===== src/rtl/boson_camera.sv =====
// Behavioural model of a Boson thermal core's 16-bit parallel CMOS video port.
// Emits a continuous raster test pattern (pixel index + frame number) with line/frame sync.
module boson_camera #(
    parameter int H_ACTIVE = 640,
    parameter int H_FP     = 8,
    parameter int H_SYNC   = 16,
    parameter int H_BP     = 8,
    parameter int V_ACTIVE = 512,
    parameter int V_FP     = 2,
    parameter int V_SYNC   = 4,
    parameter int V_BP     = 2
) (
    input  logic        clk,
    input  logic        reset,
    output logic        CMOS_CLK,
    output logic [15:0] CMOS_DQ,
    output logic        CMOS_VSYNC,
    output logic        CMOS_HSYNC,
    output logic        CMOS_VALID
);

    localparam int H_TOTAL = H_ACTIVE + H_FP + H_SYNC + H_BP;
    localparam int V_TOTAL = V_ACTIVE + V_FP + V_SYNC + V_BP;
    localparam int HW      = $clog2(H_TOTAL);
    localparam int VW      = $clog2(V_TOTAL);

    // Every boundary is strictly below the total, so it fits the counter width.
    localparam logic [HW-1:0] H_LAST = HW'(H_TOTAL - 1);
    localparam logic [HW-1:0] H_ACT  = HW'(H_ACTIVE);
    localparam logic [HW-1:0] H_SS   = HW'(H_ACTIVE + H_FP);
    localparam logic [HW-1:0] H_SE   = HW'(H_ACTIVE + H_FP + H_SYNC);
    localparam logic [VW-1:0] V_LAST = VW'(V_TOTAL - 1);
    localparam logic [VW-1:0] V_ACT  = VW'(V_ACTIVE);
    localparam logic [VW-1:0] V_SS   = VW'(V_ACTIVE + V_FP);
    localparam logic [VW-1:0] V_SE   = VW'(V_ACTIVE + V_FP + V_SYNC);

    logic [HW-1:0] h_q, h_d;
    logic [VW-1:0] v_q, v_d;
    logic [15:0]   pix_q, pix_d;
    logic [15:0]   frame_q, frame_d;
    logic [15:0]   dq_q, dq_d;
    logic          valid_q, valid_d;
    logic          hsync_q, hsync_d;
    logic          vsync_q, vsync_d;
    logic          h_wrap, v_wrap;

    always_comb begin
        h_wrap  = (h_q == H_LAST);
        v_wrap  = h_wrap && (v_q == V_LAST);

        valid_d = (h_q < H_ACT) && (v_q < V_ACT);
        hsync_d = (h_q >= H_SS) && (h_q < H_SE);
        vsync_d = (v_q >= V_SS) && (v_q < V_SE);
        dq_d    = valid_d ? (pix_q + frame_q) : 16'h0000;

        h_d     = h_wrap ? '0 : h_q + HW'(1);
        v_d     = v_q;
        if (h_wrap) begin
            v_d = v_wrap ? '0 : v_q + VW'(1);
        end
        frame_d = v_wrap ? frame_q + 16'd1 : frame_q;

        // The wrap cycle is always in vertical blanking, so it never coincides with a valid pixel.
        pix_d   = pix_q;
        if (v_wrap) begin
            pix_d = 16'h0000;
        end else if (valid_d) begin
            pix_d = pix_q + 16'd1;
        end
    end

    always_ff @(posedge clk or posedge reset) begin
        if (reset) begin
            h_q     <= '0;
            v_q     <= '0;
            pix_q   <= 16'h0000;
            frame_q <= 16'h0000;
            dq_q    <= 16'h0000;
            valid_q <= 1'b0;
            hsync_q <= 1'b0;
            vsync_q <= 1'b0;
        end else begin
            h_q     <= h_d;
            v_q     <= v_d;
            pix_q   <= pix_d;
            frame_q <= frame_d;
            dq_q    <= dq_d;
            valid_q <= valid_d;
            hsync_q <= hsync_d;
            vsync_q <= vsync_d;
        end
    end

    // Data launches on clk rising so the receiver can sample on CMOS_CLK rising mid-eye.
    assign CMOS_CLK   = ~clk;
    assign CMOS_DQ    = dq_q;
    assign CMOS_VSYNC = vsync_q;
    assign CMOS_HSYNC = hsync_q;
    assign CMOS_VALID = valid_q;

endmodule


===== config.mk =====
export PLATFORM = sky130hd
export DESIGN_NAME = boson_camera
export DESIGN_NICKNAME = d
export VERILOG_FILES = /design/src/rtl/boson_camera.sv
export SDC_FILE = /design/constraint.sdc
export NUM_CORES = 1
export LEC_CHECK = 0
export CORE_MARGIN = 2
export CORE_UTILIZATION = 55
export DETAILED_ROUTE_END_ITERATION = 7
export PLACE_DENSITY_LB_ADDON = 0.2
export SETUP_SLACK_MARGIN = 0.05
export SLEW_MARGIN = 10
export SYNTH_ARGS = -nofsm -noshare
export SYNTH_HDL_FRONTEND = slang
export SYNTH_SLANG_ARGS = --single-unit

===== constraint.sdc =====
create_clock -name clk -period 3.9 [get_ports clk]
set_input_delay 1.17 -clock clk [delete_from_list [all_inputs] [get_ports clk]]
set_output_delay 1.17 -clock clk [all_outputs]
set_load 0.01 [all_outputs]

==> impl_metrics.py <==
metrics = {
    "pwr": {
        "peakVddDrop_mv": 0.2106,
        "power_leakage_uw": 0.001974,
        "p_per_area_nw_per_um2": 310.7,
    },
    "routing": {
        "postRouteAntennaNets": 0,
        "viasPerCell": 5.713,
        "wire_per_inst_um": 14.79,
        "first_iter_violations": 163,
        "drc": 0,
        "wirelength_mm": 7.260,
        "drt_pass1_iterations": 4,
        "vias": 2805,
    },
    "die": {
        "die_h_um": 86.82,
        "core_area_um2": 6719,
        "num_rows": 30,
        "die_x_um": 86.82,
        "fp.dieArea_um2": 7538,
        "ios": 22,
        "start_util": 0.5615,
    },
    "synthesis": {
        "syn_area_um2": 3772,
        "synthCells": 383,
        "synth_top_area_share": 0.4710,
        "ys.flop_type": "dfrtp_1",
        "ys_top_cells_by_area": "dfrtp_1 (47%), ha_1 (6.3%), xnor2_1 (6.0%), xor2_1 (5.6%), nand3_1 (3.3%)",
        "seq_area_frac_synth": 0.4710,
        "synth_edf_count": 0,
        "syn-mean-instance-area_um2": 9.850,
        "ys_seq_elements": 71,
        "synth_largest_area_cell": "dfrtp_1",
        "syn_nets": 405,
        "synth-async-reset-ratio": 1.000,
        "ys_types": 42,
        "yosysWarnings": 0,
    },
    "global_route": {
        "grt_max_degree": 26,
        "grt_first_pass_wirelength_mm": 12.38,
        "track_usage": 0.2114,
        "antenna_found_initial": 0,
        "gr-total-overflow": 0,
        "grt_pass1_vias": 2676,
    },
    "timing": {
        "setup-tns-final_ns": 0,
        "maxSlewViolCount": 0,
        "timing.slew.headroom": 0.3763,
        "skew_ns": 0.007141,
        "setup_ws_ns": 0.1485,
        "final-hold-violation-count": 0,
        "tightestPinTransition_ns": 0.9284,
        "rsz0062_at_grt": "no",
        "setup_violations": 0,
    },
    "run": {
        "max-cap-violations": 0,
    },
    "cts": {
        "post_cts_resized": 1,
        "cts_buffers": 9,
        "cts_root_buffer": "clkbuf_8",
        "cts_hold_buf": 0,
        "cts_tree": "built",
        "cts_setup_buffers": 0,
        "cts.path.max_buffers": 2,
        "insertion_delay_ns": 0.35,
        "htreeDepth": 3,
        "clkTransAtPathRegs_ns": 0.08,
    },
    "hold_path": {
        "hp-start": "h_q[0]",
        "hold_path.class": "reg -> reg",
    },
    "critical_path": {
        "crit_top_cell": "clkbuf_8",
        "critPathKind": "clk -> out",
        "cp_slowest_cell": "dlygate4sd2_1",
        "critPathRequiredTime_ns": 2.73,
        "critPathLaunchType": "clock port",
        "slowest_delay_ns": 0.25,
        "end_kind": "primary output",
        "arrival_ns": 2.58,
        "r2r_start": "h_q[0]",
        "cp_max_fo": 11,
        "crit_chain": "clkbuf_8, clkbuf_8, inv_1, dlygate4sd2_1",
        "crit_start": "clk",
    },
    "layout": {
        "fin_nets": 428,
        "mostFrequentLayoutCell": "dfrtp_1",
        "fin_area_um2": 4225,
        "seq_area_um2": 1777,
        "diodes": 0,
        "fillCellCount": 541,
        "multi_input_area_um2": 1899,
        "layout-drive-gt1-share": 0.04623,
        "final_cell_mix": "dfrtp_1 (71), nand2_1 (33), nor2_1 (28), xnor2_1 (26), nand3_1 (25)",
        "areaGrowthSynthToFinish_pct": 12.01,
    },
    "placement": {
        "io_buffers": 21,
        "place_area_um2": 4050,
        "gp_congestion": 0.8106,
        "post-place-ws_ns": 0.2390,
        "dp_hpwl_mm": 5.312,
    },
    "outcome": {
        "status": "completed",
    },
}
## stage by stage
step           power (uW)  cells    util  hold slack [ns]
5_1_grt              1357    491  0.6289           0.4950
4_1_cts              1326    491  0.6289           0.4685
3_5_place_dp        797.4    475  0.6028           0.4584
2_1_floorplan       771.0    383       -           0.4329
6_report             1313    491  0.6289           0.4632
3_3_place_gp        796.8    475  0.6028           0.4432
## final timing paths
path	to	slack (ns)	cells after the start
max in group asynchronous	frame_q[8]	2.02	3
max reg2reg	frame_q[11]	1.61	6
min reg2reg	h_q[0]	0.46	1
max	CMOS_CLK	0.15	4
min in group asynchronous	CMOS_DQ[1]	1.17	2
min	h_q[0]	0.46	1
## power by group
part,total [uW],switching (uW),internal [uW]
Clock,561,283,277
Sequential,736,0,736
Combinational,16.3,14.0,2.26
Total,1310,297,1020
## cell type report
type                            count  share of cell area
Clock buffer                       13             0.03909
Clock inverter                      5            0.005626
Inverter                           10            0.008884
Multi-Input combinational cell    289              0.4495
Sequential cell                    71              0.4205
Tap cell                           80             0.02369
Timing Repair Buffer               23             0.05271
## per-layer routing
layer | part of all wire | routed length [um] | track usage | up-vias
met1 | 0.48 | 3513 | 0.2831 | 1329
li1 | - | - | - | 1404
met4 | 0.016 | 119 | 0.09091 | 0
met2 | 0.46 | 3371 | 0.3352 | 61
met5 | 0 | 0 | 0 | -
met3 | 0.035 | 257 | 0.04095 | 11
## Yosys cell counts, types with 3 or more instances
library cell,n
dfrtp_1,71
nand2_1,33
nor2_1,28
xnor2_1,26
nand3_1,25
xor2_1,24
ha_1,19
a21oi_1,17
nor3_1,17
nand4_1,14
o21ai_0,13
inv_1,11
nor4_1,10
clkbuf_1,9
or3_1,9
a21o_1,8
and3_1,8
a211oi_1,5
o211ai_1,4
mux2i_1,3
nor2b_1,3
## logic make-up after synthesis
logic type / share of synthesized area
XOR/XNOR: 0.1161
buffers and inverters: 0.02554
adder cells (fa/ha/maj): 0.06833
AND/OR/NAND/NOR: 0.2179
flip-flops: 0.4710
AO/OA/AOI/OAI: 0.09320
multiplexers: 0.007961
## critical path, delay by kind of cell
family   cells  cell delay [ns]
buf+inv      4             0.63
## registers in the layout, summed over array words and instances (netlist names)
name,flops
h_q,10
v_q,10
CMOS_DQ,16
CMOS_HSYNC,1
frame_q,16
CMOS_VSYNC,1
pix_q,16
CMOS_VALID,1
(Power assumes the default switching activity.)
